$ cat src/rtl/bf16_pkg.sv
// Shared bfloat16 types, constants and operand classification for the
// pipelined multiplier.
package bf16_pkg;

    typedef struct packed {
        logic       sign;
        logic [7:0] exp;
        logic [6:0] man;
    } bf16_t;

    localparam int          BF16_BIAS    = 127;
    localparam logic [15:0] BF16_QNAN    = 16'h7FC0;
    localparam logic [7:0]  BF16_EXP_MAX = 8'hFF;

    typedef enum logic [1:0] {
        CLS_NORM,
        CLS_ZERO,
        CLS_INF,
        CLS_NAN
    } bf16_cls_t;

    // Stage-1 register contents: the exponent is a 10-bit two's-complement value.
    typedef struct packed {
        logic       sign;
        logic [9:0] exp;
        logic [15:0] prod;
        bf16_cls_t  cls;
    } bf16_s1_t;

    // Subnormals classify as zero: they are flushed before any arithmetic.
    function automatic bf16_cls_t bf16_classify(input bf16_t x);
        bf16_cls_t cls;
        cls = CLS_NORM;
        if (x.exp == 8'h00) begin
            cls = CLS_ZERO;
        end else if (x.exp == BF16_EXP_MAX) begin
            cls = (x.man == 7'h00) ? CLS_INF : CLS_NAN;
        end
        return cls;
    endfunction

    function automatic bf16_cls_t bf16_mul_class(input bf16_cls_t ca, input bf16_cls_t cb);
        bf16_cls_t cls;
        if (ca == CLS_NAN || cb == CLS_NAN ||
            (ca == CLS_INF && cb == CLS_ZERO) || (ca == CLS_ZERO && cb == CLS_INF)) begin
            cls = CLS_NAN;
        end else if (ca == CLS_INF || cb == CLS_INF) begin
            cls = CLS_INF;
        end else if (ca == CLS_ZERO || cb == CLS_ZERO) begin
            cls = CLS_ZERO;
        end else begin
            cls = CLS_NORM;
        end
        return cls;
    endfunction

endpackage

$ cat src/rtl/bfloat_mul_lane.sv
// One bfloat16 multiplier lane: S1 unpacks and multiplies, S2 normalizes,
// rounds (RNE) and packs. Optional flags output under BF16_MUL_FLAGS_EN.
module bfloat_mul_lane
    import bf16_pkg::*;
(
    input  logic        clk1,
    input  logic        s1_en,
    input  logic        s2_en,
    input  logic [15:0] a,
    input  logic [15:0] b,
`ifdef BF16_MUL_FLAGS_EN
    output logic [3:0]  flags,
`endif
    output logic [15:0] c
);

    bf16_t     op_a;
    bf16_t     op_b;
    bf16_s1_t  s1_d;
    bf16_s1_t  s1_q;

    assign op_a = bf16_t'(a);
    assign op_b = bf16_t'(b);

    always_comb begin
        s1_d      = '0;
        s1_d.sign = op_a.sign ^ op_b.sign;
        s1_d.exp  = {2'b00, op_a.exp} + {2'b00, op_b.exp} - 10'(BF16_BIAS);
        s1_d.prod = 16'({1'b1, op_a.man}) * 16'({1'b1, op_b.man});
        s1_d.cls  = bf16_mul_class(bf16_classify(op_a), bf16_classify(op_b));
    end

    // NOTE: sequential state is always written with <= so every register samples pre-edge values.
    // NOTE: datapath registers carry no reset; the top masks them with the stage valid bits.
    always_ff @(posedge clk1) begin
        if (s1_en) s1_q <= s1_d;
    end

    logic signed [9:0] exp_n;
    logic signed [9:0] exp_r;
    logic [6:0]        frac;
    logic [6:0]        frac_r;
    logic              guard;
    logic              sticky;
    logic              round_up;
    logic [8:0]        man_r;
    logic              ovf;
    logic              unf;
    bf16_t             res;
    bf16_t             c_q;

    always_comb begin
        // NOTE: every always_comb output is defaulted first so no path can infer a latch.
        exp_n  = $signed(s1_q.exp);
        frac   = s1_q.prod[13:7];
        guard  = s1_q.prod[6];
        sticky = |s1_q.prod[5:0];
        if (s1_q.prod[15]) begin
            exp_n  = $signed(s1_q.exp) + 10'sd1;
            frac   = s1_q.prod[14:8];
            guard  = s1_q.prod[7];
            sticky = |s1_q.prod[6:0];
        end

        round_up = guard && (sticky || frac[0]);
        man_r    = {2'b01, frac} + {8'd0, round_up};
        // A carry out of 1.1111111 leaves 10.0000000: shift right, bump exponent.
        exp_r    = man_r[8] ? exp_n + 10'sd1 : exp_n;
        frac_r   = man_r[8] ? man_r[7:1] : man_r[6:0];
        ovf      = (exp_r >= 10'sd255);
        unf      = (exp_r <= 10'sd0);

        res      = '0;
        res.sign = s1_q.sign;
        unique case (s1_q.cls)
            CLS_NAN:  res = bf16_t'(BF16_QNAN);
            CLS_INF:  res.exp = BF16_EXP_MAX;
            CLS_ZERO: ;
            default: begin
                if (ovf) begin
                    res.exp = BF16_EXP_MAX;
                end else if (!unf) begin
                    res.exp = exp_r[7:0];
                    res.man = frac_r;
                end
            end
        endcase
    end

    always_ff @(posedge clk1) begin
        if (s2_en) c_q <= res;
    end

    assign c = c_q;

`ifdef BF16_MUL_FLAGS_EN
    logic       sub_in_d;
    logic       sub_in_q;
    logic [3:0] flags_d;
    logic [3:0] flags_q;

    assign sub_in_d = (op_a.exp == 8'h00 && op_a.man != 7'h00) ||
                      (op_b.exp == 8'h00 && op_b.man != 7'h00);

    always_ff @(posedge clk1) begin
        if (s1_en) sub_in_q <= sub_in_d;
    end

    // {invalid, overflow, underflow, inexact}
    always_comb begin
        flags_d    = '0;
        flags_d[3] = (s1_q.cls == CLS_NAN);
        if (s1_q.cls == CLS_NORM) begin
            flags_d[2] = ovf;
            flags_d[1] = unf;
            flags_d[0] = ovf || unf || guard || sticky;
        end else if (s1_q.cls == CLS_ZERO && sub_in_q) begin
            flags_d[1] = 1'b1;
            flags_d[0] = 1'b1;
        end
    end

    always_ff @(posedge clk1) begin
        if (s2_en) flags_q <= flags_d;
    end

    assign flags = flags_q;
`endif

endmodule

$ cat src/rtl/parameterization_mul_pipe.sv
// N-lane bfloat16 multiplier, two-stage valid/ready pipeline around per-lane
// datapaths. Defining BF16_MUL_FLAGS_EN adds a per-lane exception flags port.
module parameterization_mul_pipe
    import bf16_pkg::*;
#(
    parameter int N = 2
) (
    input  logic            clk1,
    input  logic            rst1,
    input  logic [16*N-1:0] a1,
    input  logic [16*N-1:0] b1,
    input  logic            in_valid,
    output logic            in_ready,
    output logic [16*N-1:0] c1,
`ifdef BF16_MUL_FLAGS_EN
    output logic [4*N-1:0]  flags,
`endif
    output logic            out_valid,
    input  logic            out_ready
);

    logic s1_valid;
    logic s2_valid;
    logic s2_ready;
    logic s1_en;
    logic s2_en;

    // S2 frees up when empty or draining; S1 frees up when empty or advancing.
    assign s2_ready = !s2_valid || out_ready;
    assign in_ready = !rst1 && (!s1_valid || s2_ready);
    assign s1_en    = in_valid && in_ready;
    assign s2_en    = s1_valid && s2_ready;

    always_ff @(posedge clk1 or posedge rst1) begin
        if (rst1) begin
            s1_valid <= 1'b0;
            s2_valid <= 1'b0;
        end else begin
            if (s1_en)          s1_valid <= 1'b1;
            else if (s2_en)     s1_valid <= 1'b0;

            if (s2_en)          s2_valid <= 1'b1;
            else if (out_ready) s2_valid <= 1'b0;
        end
    end

    logic [16*N-1:0] c_raw;
`ifdef BF16_MUL_FLAGS_EN
    logic [4*N-1:0]  flags_raw;
`endif

    for (genvar i = 0; i < N; i++) begin : g_lane
        bfloat_mul_lane u_lane (
            .clk1  (clk1),
            .s1_en (s1_en),
            .s2_en (s2_en),
            .a     (a1[16*i +: 16]),
            .b     (b1[16*i +: 16]),
`ifdef BF16_MUL_FLAGS_EN
            .flags (flags_raw[4*i +: 4]),
`endif
            .c     (c_raw[16*i +: 16])
        );
    end

    assign out_valid = s2_valid;
    assign c1        = s2_valid ? c_raw : '0;
`ifdef BF16_MUL_FLAGS_EN
    assign flags     = s2_valid ? flags_raw : '0;
`endif

endmodule

$ cat config.mk
export PLATFORM = sky130hd
export DESIGN_NAME = parameterization_mul_pipe
export DESIGN_NICKNAME = d
export VERILOG_FILES = /design/src/rtl/bf16_pkg.sv /design/src/rtl/bfloat_mul_lane.sv /design/src/rtl/parameterization_mul_pipe.sv
export SDC_FILE = /design/constraint.sdc
export NUM_CORES = 1
export LEC_CHECK = 0
export BUFFER_PORTS_ARGS = -buffer_cell sky130_fd_sc_hd__clkbuf_2
export CORE_MARGIN = 8
export CORE_UTILIZATION = 30
export DETAILED_ROUTE_END_ITERATION = 6
export PLACE_DENSITY = 0.51
export SETUP_SLACK_MARGIN = 0.02
export SLEW_MARGIN = 20
export SYNTH_ARGS = -nofsm -noshare
export SYNTH_HDL_FRONTEND = slang
export SYNTH_SLANG_ARGS = --single-unit
$ cat constraint.sdc
create_clock -name clk1 -period 5.5 [get_ports clk1]
set_input_delay 0.825 -clock clk1 [delete_from_list [all_inputs] [get_ports clk1]]
set_output_delay 0.825 -clock clk1 [all_outputs]
set_load 0.01 [all_outputs]
======== Word-level counts from Yosys, hierarchy flattened ========
Cells that the tools add are included.
word-level totals
  register bits ........................... 92
  input bits .............................. 68
  output and inout port bits .............. 34
  logic and storage cells ................. 147
cells by class
  $add $sub $neg .......................... 10
  multipliers ............................. 2
  $lt $le $gt $ge ......................... 4
  eq/ne operators ......................... 22
  mux-type cells .......................... 43
  bitwise gates (word level) .............. 2
  reductions and logical operators ........ 46
operators with widths
  kind                   count
  $mux 7                 6
  $add 10x2->10 const B  4
  $mux 10                4
  $eq 8x8->1 const B     4
  $logic_not 8->1        4
  $mul 8x8->16           2
  $mux 32                1
  $pmux 8 s2             2
  $mux 15                2
  $logic_not 7->1        4
  $pmux 7 s2             2
  $eq 2x2->1 const B     12
  $ge 10x9->1 const B    2
  $le 10x1->1 const B    2
  $sub 10x7->10 const B  2
  $add 8x1->9            2
  $add 8x8->9            2
  $mux 1                 16
  $mux 2                 8
  $mux 8                 2
  $logic_or 1x1->1       14
  $reduce_or 7->1        2
  $eq 2x1->1 const B     6
  $reduce_or 2->1        6
  5 further kinds        18

======== Longest topological paths before layout ========
Gate-level depths: netlist of the first run.
  word-level depth ........................ 10
  depth in mapped cells ................... 18
  depth with buffers taken out ............ 18

======== By module ========
Synthesis of the first run repeated with hierarchy kept, for this count alone.
unflattened totals
  cells, all modules ...................... 1051
  area, all modules ....................... 10224.8 um2
by module, submodules not included
  module                               times used  cells an instance  area an instance (um2)  sequential area each (um2)
  bfloat_mul_lane at g_lane[1].u_lane  1           514                5052.3                  1351.3
  bfloat_mul_lane at g_lane[0].u_lane  1           491                4855.9                  1351.3
  parameterization_mul_pipe            1           46                 316.6                   50.0

======== Worst setup path before layout of the first run ========
OpenSTA, ideal clock, no wires.
  path kind ............................... input -> register
  start point ............................. input port a1[1]
  end point ............................... register g_lane[0].u_lane.s1_q[17] (netlist name) (data pin)
  arrival ................................. 4.570 ns
  required time ........................... 5.234 ns
  slack ................................... 0.664 ns
  stages .................................. 17
  buffers on the path ..................... 0
  cell sequence ........................... inv_1 nor2_1 fa_1 inv_1 fa_1 inv_1 fa_1 inv_1 fa_1 inv_1 ha_1 o21ai_0 nand2b_1 a31o_2 a41o_1 o41ai_1 xnor2_1
RTL lines
  item                  RTL line                         source
  from (decl)           parameterization_mul_pipe.sv:10  input logic [16*N-1:0] a1,
  to (signal assigned)  bfloat_mul_lane.sv:36            if (s1_en) s1_q <= s1_d;
  to (decl)             bfloat_mul_lane.sv:20            bf16_s1_t s1_q;

==> impl_results.md, run 1 <==
* Outcome: completed
* Worst vdd ir at 0.000132 V
* CTS clock-pin slew for the worst setup and hold paths at 60 ps
* Vias in the first global route at 7,328
* Hold crit path type: primary input to async pin
* RSZ-0062 raised after global routing: false
* Clock skew at 10.5 ps
* Largest net degree at the start of global routing at 60
* Diodes inserted at 0
* Final hold viol count at 0
* Finished Layout Cells at 1,605
* Vias at 7,347
* #FFs+latches synth at 92
* CP Capture Type: flip-flop
* Worst path cell trace: clkbuf_2 > inv_1 > nor2_1 > fa_1 > inv_1 > fa_1 > inv_1 > fa_1 > inv_1 > fa_1 > inv_1 > ha_1 > o21ai_0 > nand2b_1 > a31o_2 > a41o_1 > o41ai_1 > xnor2_1
* Die Span X at ~200 um
* Drt drc at 0
* DR pass1 iterations at 4
* Wirelength per Cell at 13.7 um
* Final GP Congestion at 0.840
* IO Pins at 102
* CP peak stage delay at 530 ps
* Layout cell share with drive strength beyond 1 at 11.8%
* CP Launch Point: a1[1]
* Clk sinks at 92
* Placed instance count at approximately 1,600
* P&R area growth vs syn at 13.2%
* Skew-Pair Late Insertion Delay at roughly 340 ps
* Critical path type: primary input to flip-flop
* Total grt overflow at 0
* Mean Syn Cell Area at 9.50 sq um
* Final Critical Period at 4840 ps
* Vias per cell at approximately 4.6
* CTS Buf Count at 9
* CTS HTree Levels at 3
* DRT iter0 DRCs at 331
* Post-DRT Antenna Nets at 0
* Top cell by count, worst path: inv_1
* Initial antenna violation count at 0
* Clk root buf: clkbuf_16
* GRT Total Usage at 11.5%
* Setup ws final at 662 ps
* Final HPWL DP at 18,600 um
* CP Launch Type: primary input
* Count of buffers from port buffering at just over 100
* Least-Margin Pin Slew at 933 ps
* Mapped cell area at 0.0100 sq mm
* WP data required at 5590 ps
* Post-Synthesis Cells at 1,052
* Pwr dens at 307 mW/mm^2
* TritonCTS clock tree: built
* Hold-fix buffers, CTS at 0
* Final nets at 1,388
* Site row count at 67
* Leak at 0.00502 uW
* Die H at a little under 200 um
* Fmax at 207 MHz
* Clk buf depth at 2
* DIE AREA at 0.0394 sq mm
* Post-Syn Nets at 1,288
* Slowest cell on crit path: fa_1
* Starting Density at 30.1%
* Slew HR at 37.8%
* Crit-path max FO at 7
* Core area at 0.0332 sq mm
* Ys Warns at 0
* Power consumption at roughly 3500 uW
* Synth Flop Type: edfxtp_1
* Worst R2R Start: g_lane[0].u_lane.s1_q[17]
* Post-place setup slack at 299 ps
* First-pass GRT wire length at approximately 37,000 um
* WL final at 22,000 um
* Crit path DAT at 4920 ps
* Setup Viol. Count Final at 0
* Cell variety after synth at 63
* # resized after CTS at 0
* Final Slew Violations at 0
* Fin crit share at 88.0%
* Setup TNS at 0 ps
* Post-synth EDFFs at 90
* Post-CTS Setup Inserts at 0
* Register area share after synthesis at around 28%
* Asr flop ratio synth at around 2.2%
* Layout fillers at approximately 3,500
* Max-cap viol count at 0
-- cells by family (layout without fill, tap and decap cells) --
group           after synthesis  in the layout  share of synthesized area [%]
buf+inv                     171            276                           6.52
flops                        92             92                           27.5
compound gates              147            147                           10.0
fa+ha+maj                   168            168                           26.6
simple gates                369            369                           19.9
mux                          16             16                           1.63
xor+xnor                     89             89                           7.80
-- power breakdown --
group | switching (uW) | internal [uW] | total [uW]
registers | 113 | 980 | 1090
logic | 999 | 793 | 1790
clock network | 243 | 347 | 591
total | 1360 | 2120 | 3480
-- cell usage in the layout, fill, tap and decap left out, types with 14 or more instances in the layout --
| cell | instances |
|---|---|
| xnor2_1 | 58 |
| ha_1 | 94 |
| nor3_1 | 20 |
| nand2_1 | 80 |
| nand3_1 | 23 |
| nor2_1 | 51 |
| a21oi_1 | 35 |
| mux2i_1 | 14 |
| xor2_1 | 31 |
| fa_1 | 74 |
| nand4_1 | 18 |
| edfxtp_1 | 90 |
| a21o_1 | 17 |
| clkbuf_2 | 101 |
| nor4_1 | 18 |
| inv_1 | 154 |
| o21ai_0 | 31 |
| and2_1 | 102 |
-- worst paths after layout --
path,endpoint,slack [ps],depth (start not counted)
setup / recovery,g_lane[0].u_lane.s1_q[17],660,18
min in group clk1,g_lane[0].u_lane.c[15],520,1
max in group asynchronous,s1_valid,5080,2
setup reg to reg,g_lane[0].u_lane.c[3],1090,11
hold / removal,out_valid,310,2
hold reg to reg,g_lane[0].u_lane.c[15],520,1
-- synthesized netlist by cell type (all sizes together), types with 5 or more instances --
cell type | instances | area share [%]
xnor2 | 58 | 5.1
xor2 | 31 | 2.7
nand4 | 18 | 1.1
o21ai | 34 | 1.7
nor3 | 22 | 1.3
or2 | 5 | 0.31
nor2 | 51 | 1.9
a21o | 17 | 1.3
nor2b | 8 | 0.50
fa | 74 | 15
clkbuf | 10 | 0.38
buf | 7 | 0.36
nand2b | 9 | 0.56
or4 | 5 | 0.41
nand3 | 23 | 1.2
o21bai | 9 | 0.68
nor4 | 19 | 1.3
o21a | 5 | 0.38
a21oi | 35 | 1.8
mux2i | 14 | 1.4
o211ai | 8 | 0.60
edfxtp | 90 | 27
ha | 94 | 12
nand2 | 80 | 3.0
inv | 154 | 5.8
or3 | 7 | 0.44
o41ai | 7 | 0.69
and2 | 103 | 6.4
-- registers in the layout, summed over array words and instances, names as in the netlist --
name,flops
s1_valid,1
out_valid,1
g_lane.u_lane.s1_q,58
g_lane.u_lane.c,32
-- per-stage QoR --
| stage | utilization (%) | area [sq um] | hold slack (ps) |
|---|---|---|---|
| detailed placement | 33.2 | 11000 | 514 |
| global route | 34.1 | 11300 | 311 |
| finish | 34.1 | 11300 | 315 |
| CTS | 34.1 | 11300 | 293 |
| floorplan | - | 10000 | 472 |
| global placement | 33.2 | 11000 | 498 |
-- cell type report --
cell class              instances  area [sq um]  area share (%)
clock buffers                  10           229            2.02
clock inverters                 6          55.1           0.487
inverters                     154           578            5.11
multi-input cells             789          6590            58.3
flip-flops and latches         92          2750            24.3
well taps                     448           561            4.96
repair buffers                106           543            4.80
-- per-layer routing --
| layer | global-route usage, % | part of all wire, % | up-vias |
|---|---|---|---|
| li1 | - | - | 3798 |
| met2 | 16.7 | 40 | 139 |
| met5 | 0 | 0 | - |
| met3 | 1.47 | 3.9 | 11 |
| met1 | 17.3 | 55 | 3399 |
| met4 | 3.40 | 1.1 | 0 |
-- critical path, delay by kind of cell --
kind | cells | cell delay, ps
simple gates | 2 | 180
fa+ha+maj | 5 | 2430
buf+inv | 6 | 460
compound gates | 4 | 920
xor+xnor | 1 | 100
No activity file was read; power rests on OpenSTA's default activity.
==> run 2: changes to the inputs <==
--- a/config.mk
+++ b/config.mk
@@ -9,7 +9,8 @@
 export CORE_MARGIN = 8
 export CORE_UTILIZATION = 30
 export DETAILED_ROUTE_END_ITERATION = 6
-export PLACE_DENSITY = 0.51
+export HOLD_SLACK_MARGIN = 0.05
+export PLACE_DENSITY_LB_ADDON = 0.25
 export SETUP_SLACK_MARGIN = 0.02
 export SLEW_MARGIN = 20
 export SYNTH_ARGS = -nofsm -noshare
==> impl_results.md, run 2 (synthesis results as in run 1) <==
* Outcome: completed
* IO Pins at 102 (unchanged)
* Crit path DAT at 4960 ps (+40 ps)
* Comb power frac at 50.7% (-0.9 points)
* P&R area growth vs syn at 13.4%
* Count of buffers from port buffering at 101 (unchanged)
* WL final at 22,000 um (+0.15%)
* Post-CTS Setup Inserts at 0 (unchanged)
* Site row count at 67 (unchanged)
* Slew HR at 39.7% (+1.9 points)
* CTS clock-pin slew for the worst setup and hold paths at 60 ps (about the same)
* Commonest non-fill, non-tap cell in the layout: inv_1
* Clk sinks at 92 (unchanged)
* Placed cell areas at 0.0110 sq mm (unchanged)
* Most frequent cells in the layout: inv_1, and2_1, clkbuf_2
* DRT iter0 DRCs at 443 (+34%)
* Reg2reg path depth at 11 (unchanged)
* Vias per cell at 4.56 (-0.35%)
* Fin crit share at 88.6% (+0.67 points)
* RSZ-0062 raised after global routing: false
* Capture point of the worst reg-to-reg path: g_lane[0].u_lane.c[3]
* Setup ws final at 625 ps (-37.1 ps)
* Total grt overflow at 0 (unchanged)
* Clk network pwr share at 18.3% (+1.3 points)
* First-pass GRT wire length at 37,100 um (+0.24%)
* Wirelength per Cell at 13.7 um (+0.21%)
* Diodes inserted at 0 (unchanged)
* TritonCTS clock tree: built
* Net switching power at 1350 uW (-0.23%)
* Vias at 7,317 (-0.41%)
* Max-cap viol count at 0 (unchanged)
* Clk buf depth at 2 (unchanged)
* Worst R2R Start: g_lane[0].u_lane.s1_q[17]
* Starting Density at 30.1% (unchanged)
* Final nets at 1,388 (unchanged)
* Final hold viol count at 0 (unchanged)
* Drt drc at 0 (unchanged)
* Worst vdd ir at 0.000138 V (+4.2%)
* CTS Buf Count at 9 (unchanged)
* Max FFs per register at 58 (unchanged)
* Fmax at 205 MHz (-0.76%)
* CP Launch Type: primary input
* Leak at 0.00503 uW (+0.18%)
* GRT Total Usage at 11.5% (about the same)
* Hold crit path type: primary input to async pin
* Clock skew at 10.3 ps (-0.187 ps)
* WP data required at 5580 ps (about the same)
* Pwr dens at 310 mW/mm^2 (+1.0%)
* Layout fillers at 3,485 (+0.90%)
* Post-place setup slack at 242 ps (-56.4 ps)
* Die Span X at 199 um (unchanged)
* Clk root buf: clkbuf_16
* Sequential Power Share at 31.1% (-0.4 points)
* Reg2Reg Setup Slack at 1130 ps (+40 ps)
* Hold-fix buffers, CTS at 0 (unchanged)
* Setup TNS at 0 ps (unchanged)
* # resized after CTS at 0 (unchanged)
* Initial antenna violation count at 0 (unchanged)
* Crit-path max FO at 9 (+2)
* Layout cell share with drive strength beyond 1 at 11.8% (about the same)
* Setup Viol. Count Final at 0 (unchanged)
* DIE AREA at 0.0394 sq mm (unchanged)
* Final Slew Violations at 0 (unchanged)
* Largest reg by FF count: g_lane.u_lane.s1_q
* Least-Margin Pin Slew at 905 ps (-28.1 ps)
* Largest net degree at the start of global routing at 60 (unchanged)
* Final Critical Period at 4870 ps (+37.1 ps)
* Critical path type: primary input to flip-flop
* Core area at 0.0332 sq mm (unchanged)
* CTS HTree Levels at 3 (unchanged)
* Vias in the first global route at 7,407 (+1.1%)
* DR pass1 iterations at 5 (+1)
* Internal power at 2170 uW (+2.1%)
* Switching power share of the total at 38.5% (-0.55 points)
* Final design instance area without fill at 0.0113 sq mm (+0.19%)
* Skew-Pair Late Insertion Delay at 340 ps (about the same)
* Hold slack at 320 ps (+5.04 ps)
* Final GP Congestion at 0.845 (+0.56%)
* CP Capture Type: flip-flop
* Die H at 199 um (unchanged)
* Final HPWL DP at 18,400 um (-0.63%)
* Post-DRT Antenna Nets at 0 (unchanged)
-- run 2: final cells by class --
| cell class | count | area [sq um] | share of cell area, % |
|---|---|---|---|
| multi-input cells | 789 | 6590 | 58.2 |
| flip-flops and latches | 92 | 2750 | 24.3 |
| inverters | 154 | 578 | 5.10 |
| well taps | 448 | 561 | 4.95 |
| repair buffers | 106 | 543 | 4.79 |
| clock buffers | 10 | 229 | 2.02 |
| clock inverters | 5 | 76.3 | 0.673 |
-- run 2: routing by layer --
metal | share of wire (%) | routed length [um] | GRT usage (%)
met1 | 54 | 11900 | 17.3
met2 | 40 | 8740 | 16.7
met3 | 5.0 | 1110 | 1.86
met4 | 0.94 | 206 | 2.85
met5 | 0 | 0 | 0
-- run 2: worst max-delay path by stage --
stage           from                   endpoint  cells after the start
2_1_floorplan  a1[1]  g_lane[0].u_lane.s1_q[17]                     17
3_3_place_gp   b1[4]  g_lane[0].u_lane.s1_q[17]                     17
3_5_place_dp   b1[4]  g_lane[0].u_lane.s1_q[17]                     16
4_1_cts        b1[4]  g_lane[0].u_lane.s1_q[17]                     16
5_1_grt        b1[4]  g_lane[0].u_lane.s1_q[17]                     16
6_report       b1[4]  g_lane[0].u_lane.s1_q[17]                     16
-- run 2: metrics by stage --
stage	power [uW]	instances	utilization, %
finish	3520	1604	34.1
global route	3870	1604	34.1
CTS	3570	1604	34.1
detailed placement	2910	1589	33.2
global placement	2900	1589	33.2
floorplan	2470	1052	-
-- run 2: worst max-delay path, cell delays in order --
cell,delay [ps]
clkbuf_2,170
and2_1,190
fa_1,450
fa_1,550
inv_1,50
fa_1,460
fa_1,540
inv_1,40
ha_1,320
o21a_1,130
o21ai_0,180
nand2b_1,100
a31o_2,260
a41o_1,250
o41ai_1,310
xnor2_1,100
-- run 2: power by group through the flow --
stage | registers (uW) | logic, uW | clock network, uW
after floorplan | 1060 | 1420 | 0
after global placement | 1100 | 1800 | 0
after detailed placement | 1110 | 1800 | 0
after CTS | 1090 | 1810 | 664
after global routing | 1110 | 2070 | 688
final | 1090 | 1780 | 643
==> run 3: changes to the inputs <==
--- a/config.mk
+++ b/config.mk
@@ -7,7 +7,7 @@
 export LEC_CHECK = 0
 export BUFFER_PORTS_ARGS = -buffer_cell sky130_fd_sc_hd__clkbuf_2
 export CORE_MARGIN = 8
-export CORE_UTILIZATION = 30
+export CORE_UTILIZATION = 52
 export DETAILED_ROUTE_END_ITERATION = 6
 export HOLD_SLACK_MARGIN = 0.05
 export PLACE_DENSITY_LB_ADDON = 0.25
==> constraint.sdc (replaced) <==
create_clock -name clk1 -period 5.47 [get_ports clk1]
set_input_delay 0.8205 -clock clk1 [delete_from_list [all_inputs] [get_ports clk1]]
set_output_delay 0.8205 -clock clk1 [all_outputs]
set_load 0.01 [all_outputs]
==> impl_results.md, run 3 (synthesis results as in run 1) <==
* DIE AREA at 0.0239 sq mm (-39%)
* Critical Path End: g_lane[0].u_lane.s1_q[17]
* Drt drc at 0 (unchanged)
* Vias per cell at 5.31 (+16%)
* Layout cell share with drive strength beyond 1 at 11.7% (-0.087 points)
* Reg2Reg Setup Slack at 1120 ps (about the same)
* Final nets at 1,387 (-0.072%)
* Pwr dens at 315 mW/mm^2 (+1.4%)
* Placed cell areas at 0.0108 sq mm (-2.5%)
* Starting Density at 53.3% (+23 points)
* Outcome: completed
* Largest reg by FF count: g_lane.u_lane.s1_q
* Most frequent cells in the layout: inv_1, and2_1, clkbuf_2
* Wirelength per Cell at 14.9 um (+9.0%)
* Top Metal Used: met5
* Crit-path max FO at 9 (unchanged)
* Critical path type: primary input to flip-flop
* IO Pins at 102 (unchanged)
* Vias in the first global route at 7,374 (-0.45%)
* First-pass GRT wire length at 35,500 um (-4.4%)
* Worst vdd ir at 0.000158 V (+14%)
* Final Critical Period at slightly below 5000 ps
* Site row count at 50 (-25%)
* Worst R2R Start: g_lane[0].u_lane.s1_q[17]
* Core area at 0.0188 sq mm (-43%)
* Count of buffers from port buffering at 101 (unchanged)
* Vias at 7,383 (+0.90%)
* Initial antenna violation count at 3 (+3)
* CTS clock-pin slew for the worst setup and hold paths at 60 ps (about the same)
* Slew HR at 38.1% (-1.6 points)
* Final hold viol count at 0 (unchanged)
* CTS Buf Count at 9 (unchanged)
* Hold crit path type: primary input to async pin
* Max-cap viol count at 0 (unchanged)
* Clock skew at 10.9 ps (+0.632 ps)
* DRT iter0 DRCs at 316 (-29%)
* Final Slew Violations at 0 (unchanged)
* Commonest non-fill, non-tap cell in the layout: inv_1
* DR pass1 iterations at 5 (unchanged)
* Skew-Pair Late Insertion Delay at 340 ps (about the same)
* WL met3 at 1360 um (+23%)
* Clk buf depth at 2 (unchanged)
* Crit path DAT at 4930 ps (-30 ps)
* GRT Total Usage at 17.9% (+6.4 points)
* Metal-1 WL at 10,100 um (-15%)
* Post-CTS Setup Inserts at 0 (unchanged)
* Setup TNS at 0 ps (unchanged)
* Final GP Congestion at 0.867 (+2.6%)
* Layout fillers at 1,653 (-53%)
* TritonCTS clock tree: built
* Capture point of the worst reg-to-reg path: g_lane[0].u_lane.c[3]
* Hold-fix buffers, CTS at 0 (unchanged)
* Final HPWL DP at 17,500 um (-5.1%)
* Clk root buf: clkbuf_16
* Die H at 155 um (-22%)
* Fin crit share at between 80% and 90%
* WP data required at 5560 ps (-20 ps)
* Max FFs per register at 58 (unchanged)
* Least-Margin Pin Slew at 921 ps (+16.1 ps)
* P&R area growth vs syn at 10.2%
* Largest net degree at the start of global routing at 60 (unchanged)
* # resized after CTS at 0 (unchanged)
* CTS HTree Levels at 3 (unchanged)
* Setup Viol. Count Final at 0 (unchanged)
* Reg2reg path depth at 11 (unchanged)
* CP Launch Point: b1[4]
* Diodes inserted at 0 (unchanged)
* Die Span X at 155 um (-22%)
* Leak at 0.00500 uW (-0.57%)
* Total grt overflow at 0 (unchanged)
* WL met2 at 9070 um (+3.7%)
* Post-DRT Antenna Nets at 0 (unchanged)
* Final design instance area without fill at 0.0110 sq mm (-2.8%)
* CP Capture Type: flip-flop
* Fmax at 206 MHz
* WL final at 20,800 um (-5.6%)
* RSZ-0062 raised after global routing: false
* Clk sinks at 92 (unchanged)
* CP Launch Type: primary input
## run 3: cell types whose count changed in the layout (fill, tap and decap cells not counted), sizes merged
cell,before,now
clkinvlp,0,1
buf,5,4
clkinv,2,4
inv,155,154
bufinv,2,0
clkbuf,111,112
## run 3: final cells by class
class / count / area, sq um / share of cell area, %
flip-flops and latches: 92 / 2750 / 25.0
clock buffers: 11 / 233 / 2.11
well taps: 234 / 293 / 2.66
clock inverters: 5 / 28.8 / 0.261
multi-input cells: 789 / 6590 / 59.9
repair buffers: 105 / 536 / 4.86
inverters: 154 / 578 / 5.25
## run 3: critical path: stages
cell and delay [ps]:
clkbuf_2 150, and2_1 180, fa_1 460, fa_1 550
inv_1 50, fa_1 470, fa_1 550, inv_1 40
ha_1 330, o21a_1 130, o21ai_0 150, nand2b_1 90
a31o_2 260, a41o_1 250, o41ai_1 330, xnor2_1 110
## run 3: worst min-delay path by stage
stage / slack (ps) / endpoint / cells past startpoint / from
5_1_grt: 330 / out_valid / 2 / rst1
3_5_place_dp: 520 / out_valid / 1 / s1_valid
3_3_place_gp: 490 / out_valid / 1 / s1_valid
4_1_cts: 320 / out_valid / 2 / rst1
2_1_floorplan: 470 / out_valid / 1 / s1_valid
6_report: 330 / out_valid / 2 / rst1
## run 3: metrics by stage
step / setup slack (ps) / hold WS, ps / cells / util [%] / total power [uW]
after floorplan: 639 / 472 / 1052 / - / 2490
after global placement: 375 / 495 / 1374 / 57.3 / 2880
after detailed placement: 270 / 518 / 1374 / 57.3 / 2920
after CTS: 624 / 316 / 1390 / 58.7 / 3490
after global routing: 453 / 328 / 1390 / 58.7 / 3790
final: 623 / 325 / 1390 / 58.7 / 3470
## run 3: power breakdown
group | total [uW] | internal [uW] | switching (uW) | leakage (uW)
clock | 555 | 305 | 250 | 0.000125
combinational | 1820 | 804 | 1020 | 0.00401
sequential | 1090 | 985 | 104 | 0.000872
total | 3470 | 2090 | 1370 | 0.00500
## run 3: routing by layer
metal	up-vias	global-route usage (%)
met4	6	3.31
met1	3416	24.7
li1	3806	-
met3	18	4.54
met2	137	27.9
met5	-	0
